[src/rtl/bram_port_arbiter_if.sv]
// Requester and RAM-side signal bundle for the shared block-RAM port arbiter.
// slave = arbiter side, master = requesters plus the RAM instance.
interface bram_port_arbiter_if #(
  parameter int NUM_REQ = 4,
  parameter int ADDR_W  = 6,
  parameter int DATA_W  = 16
) ();
  logic [NUM_REQ-1:0]        req_valid;
  logic [NUM_REQ-1:0]        req_we;
  logic [NUM_REQ*ADDR_W-1:0] req_addr;
  logic [NUM_REQ*DATA_W-1:0] req_wdata;
  logic [NUM_REQ-1:0]        req_ready;
  logic [NUM_REQ-1:0]        rsp_valid;
  logic [DATA_W-1:0]         rsp_data;
  logic [ADDR_W-1:0]         mem_addra;
  logic [DATA_W-1:0]         mem_dina;
  logic                      mem_wea;
  logic [DATA_W-1:0]         mem_douta;

  modport slave (
    input  req_valid, req_we, req_addr, req_wdata, mem_douta,
    output req_ready, rsp_valid, rsp_data, mem_addra, mem_dina, mem_wea
  );

  modport master (
    output req_valid, req_we, req_addr, req_wdata, mem_douta,
    input  req_ready, rsp_valid, rsp_data, mem_addra, mem_dina, mem_wea
  );
endinterface

[src/rtl/bram_port_arbiter.sv]
// Round-robin sharing of one block-RAM port between NUM_REQ requesters, one access per clock.
// Read tags ride a RD_LAT-deep pipe alongside the RAM latency so data returns to its issuer.
module bram_port_arbiter #(
  parameter int NUM_REQ = 4,
  parameter int ADDR_W  = 6,
  parameter int DATA_W  = 16,
  parameter int RD_LAT  = 1
) (
  input logic                clk,
  input logic                rst,
  bram_port_arbiter_if.slave bus
);
  localparam int PTR_W = $clog2(NUM_REQ);

  logic [PTR_W-1:0]   rr_ptr_q, rr_ptr_d;
  logic [PTR_W-1:0]   win;
  logic               found;
  logic [RD_LAT-1:0]  pv_q, pv_d;
  logic [PTR_W-1:0]   ptag_q [RD_LAT];
  logic [PTR_W-1:0]   ptag_d [RD_LAT];
  logic [NUM_REQ-1:0] rsp_valid_q, rsp_valid_d;
  logic [DATA_W-1:0]  rsp_data_q, rsp_data_d;

  // First valid requester at or after rr_ptr wins; nothing is granted while in reset.
  always_comb begin : arbitrate
    found = 1'b0;
    win   = '0;
    for (int k = 0; k < NUM_REQ; k++) begin
      if (!found && bus.req_valid[(int'(rr_ptr_q) + k) % NUM_REQ]) begin
        found = 1'b1;
        win   = PTR_W'((int'(rr_ptr_q) + k) % NUM_REQ);
      end
    end
    if (rst) begin
      found = 1'b0;
    end
  end

  always_comb begin : ram_drive
    bus.req_ready = '0;
    bus.mem_wea   = 1'b0;
    bus.mem_addra = '0;
    bus.mem_dina  = '0;
    if (found) begin
      bus.req_ready[win] = 1'b1;
      bus.mem_wea        = bus.req_we[win];
      bus.mem_addra      = bus.req_addr[int'(win)*ADDR_W +: ADDR_W];
      bus.mem_dina       = bus.req_wdata[int'(win)*DATA_W +: DATA_W];
    end
  end

  always_comb begin : next_state
    rr_ptr_d = rr_ptr_q;
    if (found) begin
      rr_ptr_d = (int'(win) == NUM_REQ - 1) ? '0 : win + 1'b1;
    end

    pv_d      = '0;
    ptag_d    = '{default: '0};
    pv_d[0]   = found & ~bus.req_we[win];
    ptag_d[0] = win;
    for (int i = 1; i < RD_LAT; i++) begin
      pv_d[i]   = pv_q[i-1];
      ptag_d[i] = ptag_q[i-1];
    end

    // Pipe output lines up with RAM douta for the read that launched it.
    rsp_valid_d = '0;
    rsp_data_d  = rsp_data_q;
    if (pv_q[RD_LAT-1]) begin
      rsp_valid_d[ptag_q[RD_LAT-1]] = 1'b1;
      rsp_data_d                    = bus.mem_douta;
    end
  end

  always_ff @(posedge clk) begin
    if (rst) begin
      rr_ptr_q    <= '0;
      pv_q        <= '0;
      ptag_q      <= '{default: '0};
      rsp_valid_q <= '0;
      rsp_data_q  <= '0;
    end else begin
      rr_ptr_q    <= rr_ptr_d;
      pv_q        <= pv_d;
      ptag_q      <= ptag_d;
      rsp_valid_q <= rsp_valid_d;
      rsp_data_q  <= rsp_data_d;
    end
  end

  assign bus.rsp_valid = rsp_valid_q;
  assign bus.rsp_data  = rsp_data_q;

endmodule

[src/flat_wrapper.sv]
// flat-port wrapper written by rule: the top's interface ports become plain ports
module bram_port_arbiter_flat 
#(
  parameter int NUM_REQ = 4,
  parameter int ADDR_W  = 6,
  parameter int DATA_W  = 16,
  parameter int RD_LAT  = 1
)
  (clk, rst, bus_req_valid, bus_req_we, bus_req_addr, bus_req_wdata, bus_mem_douta, bus_req_ready, bus_rsp_valid, bus_rsp_data, bus_mem_addra, bus_mem_dina, bus_mem_wea);
  bram_port_arbiter_if #(.NUM_REQ(NUM_REQ), .ADDR_W(ADDR_W), .DATA_W(DATA_W)) bus_i ();
  input logic clk;
  input logic rst;
  input wire logic [$bits(bus_i.req_valid)-1:0] bus_req_valid;
  input wire logic [$bits(bus_i.req_we)-1:0] bus_req_we;
  input wire logic [$bits(bus_i.req_addr)-1:0] bus_req_addr;
  input wire logic [$bits(bus_i.req_wdata)-1:0] bus_req_wdata;
  input wire logic [$bits(bus_i.mem_douta)-1:0] bus_mem_douta;
  output wire logic [$bits(bus_i.req_ready)-1:0] bus_req_ready;
  output wire logic [$bits(bus_i.rsp_valid)-1:0] bus_rsp_valid;
  output wire logic [$bits(bus_i.rsp_data)-1:0] bus_rsp_data;
  output wire logic [$bits(bus_i.mem_addra)-1:0] bus_mem_addra;
  output wire logic [$bits(bus_i.mem_dina)-1:0] bus_mem_dina;
  output wire logic [$bits(bus_i.mem_wea)-1:0] bus_mem_wea;
  assign bus_i.req_valid = bus_req_valid;
  assign bus_i.req_we = bus_req_we;
  assign bus_i.req_addr = bus_req_addr;
  assign bus_i.req_wdata = bus_req_wdata;
  assign bus_i.mem_douta = bus_mem_douta;
  assign bus_req_ready = bus_i.req_ready;
  assign bus_rsp_valid = bus_i.rsp_valid;
  assign bus_rsp_data = bus_i.rsp_data;
  assign bus_mem_addra = bus_i.mem_addra;
  assign bus_mem_dina = bus_i.mem_dina;
  assign bus_mem_wea = bus_i.mem_wea;
  bram_port_arbiter #(.NUM_REQ(NUM_REQ), .ADDR_W(ADDR_W), .DATA_W(DATA_W), .RD_LAT(RD_LAT)) u_core (.clk(clk), .rst(rst), .bus(bus_i));
endmodule
[config.mk]
export PLATFORM = sky130hd
export DESIGN_NAME = bram_port_arbiter_flat
export DESIGN_NICKNAME = d
export VERILOG_FILES = /design/src/rtl/bram_port_arbiter_if.sv /design/src/rtl/bram_port_arbiter.sv /design/src/flat_wrapper.sv
export SDC_FILE = /design/constraint.sdc
export NUM_CORES = 1
export LEC_CHECK = 0
export CORE_ASPECT_RATIO = 1.25
export CORE_MARGIN = 2
export CORE_UTILIZATION = 31
export CTS_BUF_LIST = sky130_fd_sc_hd__clkbuf_16
export DETAILED_ROUTE_END_ITERATION = 10
export PLACE_DENSITY = 0.91
export SYNTH_ARGS = -nofsm -noshare
export SYNTH_HDL_FRONTEND = slang
export SYNTH_SLANG_ARGS = --single-unit
[constraint.sdc]
create_clock -name clk -period 3.82 [get_ports clk]
set_clock_uncertainty 0.2 [all_clocks]
set_input_delay 1.146 -clock clk [delete_from_list [all_inputs] [get_ports clk]]
set_output_delay 1.146 -clock clk [all_outputs]
set_load 0.05 [all_outputs]
======== Word level (Yosys, flattened, before mapping) ========
Cells that the tools add are included.
operators by class
  add/sub/neg operators ................... 4
  multipliers ............................. 1
  order comparisons ....................... 8
  equal/unequal tests ..................... 1
  shifts and indexed selects .............. 2
  multiplexer cells ....................... 31
  bitwise gates (word level) .............. 6
  reduce and logical (&&, ||, !) cells .... 12
operator list
  cell                 count
  $shiftx 64x7->16     1
  $shiftx 24x32->6     1
  $mux 1               16
  $mux 16              1
  $lt 3x4->1 const B   3
  $bmux 1 s2           5
  $mux 2               5
  $lt 2x3->1 const B   3
  $reduce_or 2->1      4
  $mux 6               1
  $logic_and 1x1->1    5
  $add 2x1->2 const B  2
  $add 2x2->2 const B  2
  $demux 1 s2          2
  $ge 2x1->1 const B   2
  $mul 2x2->4 const B  1
  $mux 4               1
  $and 1x1->1 const A  3
  $logic_not 1->1      3
  $eq 2x1->1 const B   1
  $not 1->1            2
  $and 1x1->1          1
storage, ports and cells
  bits in registers ....................... 25
  input bits .............................. 114

======== Longest topological paths before layout ========
  depth after elaboration ................. 19
  depth in mapped cells ................... 8
  mapped depth without buffers ............ 6

======== Worst setup path before layout ========
No wires, ideal clock.
  path kind ............................... input-to-output
  start point ............................. in bus_req_valid[3]
  end point ............................... out bus_mem_dina[10]
  arrival ................................. 2772 ps
  setup slack ............................. -298 ps
  stages .................................. 6
  cell sequence ........................... inv_2 > and3_1 > nor3_4 > nand2_1 > buf_2 > o22ai_1
RTL lines
  what                RTL line            source
  start: declaration  flat_wrapper.sv:13  input wire logic [$bits(bus_i.req_valid)-1:0] bus_req_valid;
  end: declaration    flat_wrapper.sv:22  output wire logic [$bits(bus_i.mem_dina)-1:0] bus_mem_dina;

======== Worst setup path in the final report ========
  start point ............................. in bus_req_valid[0]
  end point ............................... out bus_mem_dina[1]
between the ends
  cells in the longest elaborated chain, start to end .. 14
RTL lines
  what                                        RTL line                                          source
  $bmux 1 s2                                  bram_port_arbiter.sv:29                           if (!found && bus.req_valid[(int'(rr_ptr_q) + k) % NUM_REQ]) begin
  $mux 1 (not written as such)                bram_port_arbiter.sv:29
  $mux 1                                      bram_port_arbiter.sv:29
  $logic_not 1->1                             bram_port_arbiter.sv:29
  $logic_and 1x1->1                           bram_port_arbiter.sv:29
  $mux 1                                      bram_port_arbiter.sv:29
  $logic_not 1->1                             bram_port_arbiter.sv:29
  $logic_and 1x1->1                           bram_port_arbiter.sv:29
  $mux 1                                      bram_port_arbiter.sv:29
  $logic_not 1->1                             bram_port_arbiter.sv:29
  $logic_and 1x1->1                           bram_port_arbiter.sv:29
  $mux 2 or $mux 1 (tied branches)            bram_port_arbiter.sv:29
  $shiftx 64x7->16 or $mux 1 (tied branches)  bram_port_arbiter.sv:48, bram_port_arbiter.sv:34
  $mux 16 (*)                                 bram_port_arbiter.sv:44                           if (found) begin
Every way passes the cells marked *; elsewhere a longest branch is shown, timed or not. The select of a mux whose other input is x is not followed.

==> metrics.cfg <==
[power]
switchingPower_w = 0.000816
p_clk_frac = 0.121
combPwrFrac = 0.711
pwr-share-seq = 0.168
p_per_area_nw_per_um2 = 387
peakVddDrop_v = 0.000225
sw_frac_of_total = 0.416
p_leak_nw = 1.81
p_int_w = 0.00114

[cts]
path_clk_slew_ps = 60
cts.sinks = 25
cts_tree = yes
clk_latency_ps = 260
clock_tree.buffer_depth = 2
htreeDepth = 1
cts_made_buffers = 3
root_buffer = clkbuf_16

[sta]
report.final.slew_viol_count = 0
period_needed_ps = 4090
hold_viol_final = 0
finalWorstSetupSlack_ps = -266
max_slew.worst_pin.slew_ps = 1090
setup_viol = 27
fin_hold_ws_ps = 338
timing.final.crit_share = 1.07
clock.fmax_mhz = 245
setup_tns_ps = -4000
relSlewSlack = 0.271
rsz0062_at_grt = true

[route]
dr.pass1.iters = 4
wl_per_cell_um = 31.2
routed_wl_um = 13500
drt_iter0_drc = 163
via_per_inst = 6.00
via_count = 2585
drc = 0
ant_nets = 0

[final_layout]
fin_cells = 431
drive_gt1_frac = 0.444
layout_common_cells = 128 x clkdlybuf4s50_1, 35 x mux2i_4, 35 x buf_12
n_fill_cell = 116
syn2layout_area_growth_pct = 196
finalNetCount = 486
final_common_cell = clkdlybuf4s50_1
post-route-util = 0.945
insertedDiodeCount = 0

[hold_path]
hp-class = register to register

[placed_design]
placed_cells = 412
dp_worst_setup_slack_ps = -551
dp_hpwl_um = 5770
port_buffers = 160
gp_congestion = 0.731

[critical_path]
worstPathArrival_ps = 2740
cp-end-kind = output port
required_ps = 2470
cp_max_fo = 8
crit_type = input pin to output port
cp-start-kind = input pin

[floorplanning]
coreArea_sq_um = 5370
start_util = 0.320
boundaryPins = 161
rows = 30
die_area_sq_um = 6150
die_h_um = 87.2
die_x_um = 70.5

[status]
outcome = finished, violations left
violations = setup timing

[yosys]
yosysTopAreaCell = mux2i_1
synth.distinct_cells = 28
ys_top_cells_by_area = mux2i_1 37%, dfxtp_1 29%, o22ai_1 8.4%
avgSynthCellArea_sq_um = 9.64
synthCells = 178
syn-cell-area_sq_um = 1720
synth_top_area_frac = 0.373
yosysWarnings = 0
ys_seq_area_frac = 0.292
synth_seq_cells = 25
synth_nets = 296

[global_routing]
grt-ovfl-total = 0
grt_pass1_vias = 2732
grt_use_total = 0.351
antenna_found_initial = 0
grt_pass1_wl_um = 16000
grt_max_degree = 24

[job]
maxCapViolCount = 0

-- worst paths after layout --
check	startpoint	endpoint	slack [ps]	depth (start not counted)
hold reg to reg	u_core.bus.rsp_data[4]$_SDFFE_PP0P_	u_core.bus.rsp_data[4]$_SDFFE_PP0P_	340	2
setup reg to reg	u_core.rr_ptr_q[1]$_SDFFE_PP0P_	u_core.rr_ptr_q[1]$_SDFFE_PP0P_	1380	8
setup / recovery	bus_req_valid[0]	bus_mem_dina[1]	-270	8
hold / removal	u_core.bus.rsp_data[4]$_SDFFE_PP0P_	u_core.bus.rsp_data[4]$_SDFFE_PP0P_	340	2
-- metal layers --
metal  GRT usage  up-vias  wire (um)
met5           0        -          0
met4       0.158        0        781
li1            -     1044          -
met2       0.652      254       7090
met1       0.371     1220       4180
met3      0.0891       67       1400
-- flip-flops by register name, indices dropped and copies added (netlist names) --
signal	flops
u_core.bus.rsp_data	16
u_core.bus.rsp_valid	4
u_core.ptag_q	2
u_core.pv_q	1
u_core.rr_ptr_q	2
-- final cells by class --
class / count / area (sq um) / share of cell area
timing repair buffer: 199 / 2410 / 0.476
multi-input combinational: 134 / 1970 / 0.388
sequential: 25 / 500 / 0.0987
tap: 64 / 80.1 / 0.0158
clock buffer: 3 / 75.1 / 0.0148
inverter: 5 / 31.3 / 0.00617
clock inverter: 1 / 5.00 / 0.000987
-- power by group through the flow --
stage                     registers, W  logic (W)  clock network, W
after floorplan               0.000366   0.000474                 0
after CTS                     0.000318    0.00127          0.000231
after global placement        0.000320   0.000962                 0
after global routing          0.000330    0.00142          0.000246
after detailed placement      0.000322   0.000977                 0
final                         0.000329    0.00139          0.000237
-- worst max-delay path, stage by stage --
cell	delay (ps)
buf_12	120
a21oi_1	260
o2bb2a_4	230
buf_12	180
buf_16	170
mux2i_1	310
o22ai_2	140
buf_12	160
-- cells in the mapped netlist --
master    count
nor2_1       20
o2bb2a_4      1
nand2b_1      1
and3_1        1
o21ai_2       1
nand2_1       2
buf_2         7
nor3_4        1
dfxtp_1      25
mux2i_1      64
o22ai_2       1
inv_1         1
a21oi_1       2
clkbuf_1      4
buf_6         2
nor4_2        1
buf_4         1
inv_2         4
and4b_1       1
mux2_1        1
nor4b_1       1
a21oi_2       1
nor4bb_1      2
a211oi_1      1
and2_1        4
mux2_4        1
ha_1          4
o22ai_1      23
-- through the flow --
stage,power [W],instance area (sq um)
5_1_grt,0.00200,5070
6_report,0.00196,5070
3_5_place_dp,0.00130,4010
4_1_cts,0.00182,4890
3_3_place_gp,0.00128,4010
2_1_floorplan,0.000839,1900
-- kinds of logic (layout without fill, tap and decap cells) --
group | after synthesis | after routing | share of synthesized area
adders and majority gates | 4 | 4 | 0.0292
buffers and inverters | 19 | 208 | 0.0576
muxes | 66 | 66 | 0.389
and+or+nand+nor | 34 | 34 | 0.109
AOI/OAI and AO/OA | 30 | 30 | 0.123
DFF | 25 | 25 | 0.292
-- repair_timing --
item | 4_1_cts | 5_1_grt
endpoints found under the setup margin | 27 | 27
hold buffers | 0 | 0
resized for setup | 135 | 36
cloned | 5 | 0
pin swaps | 18 | 15
setup buffers | 9 | 4
Power figures use the tool's default switching activity.
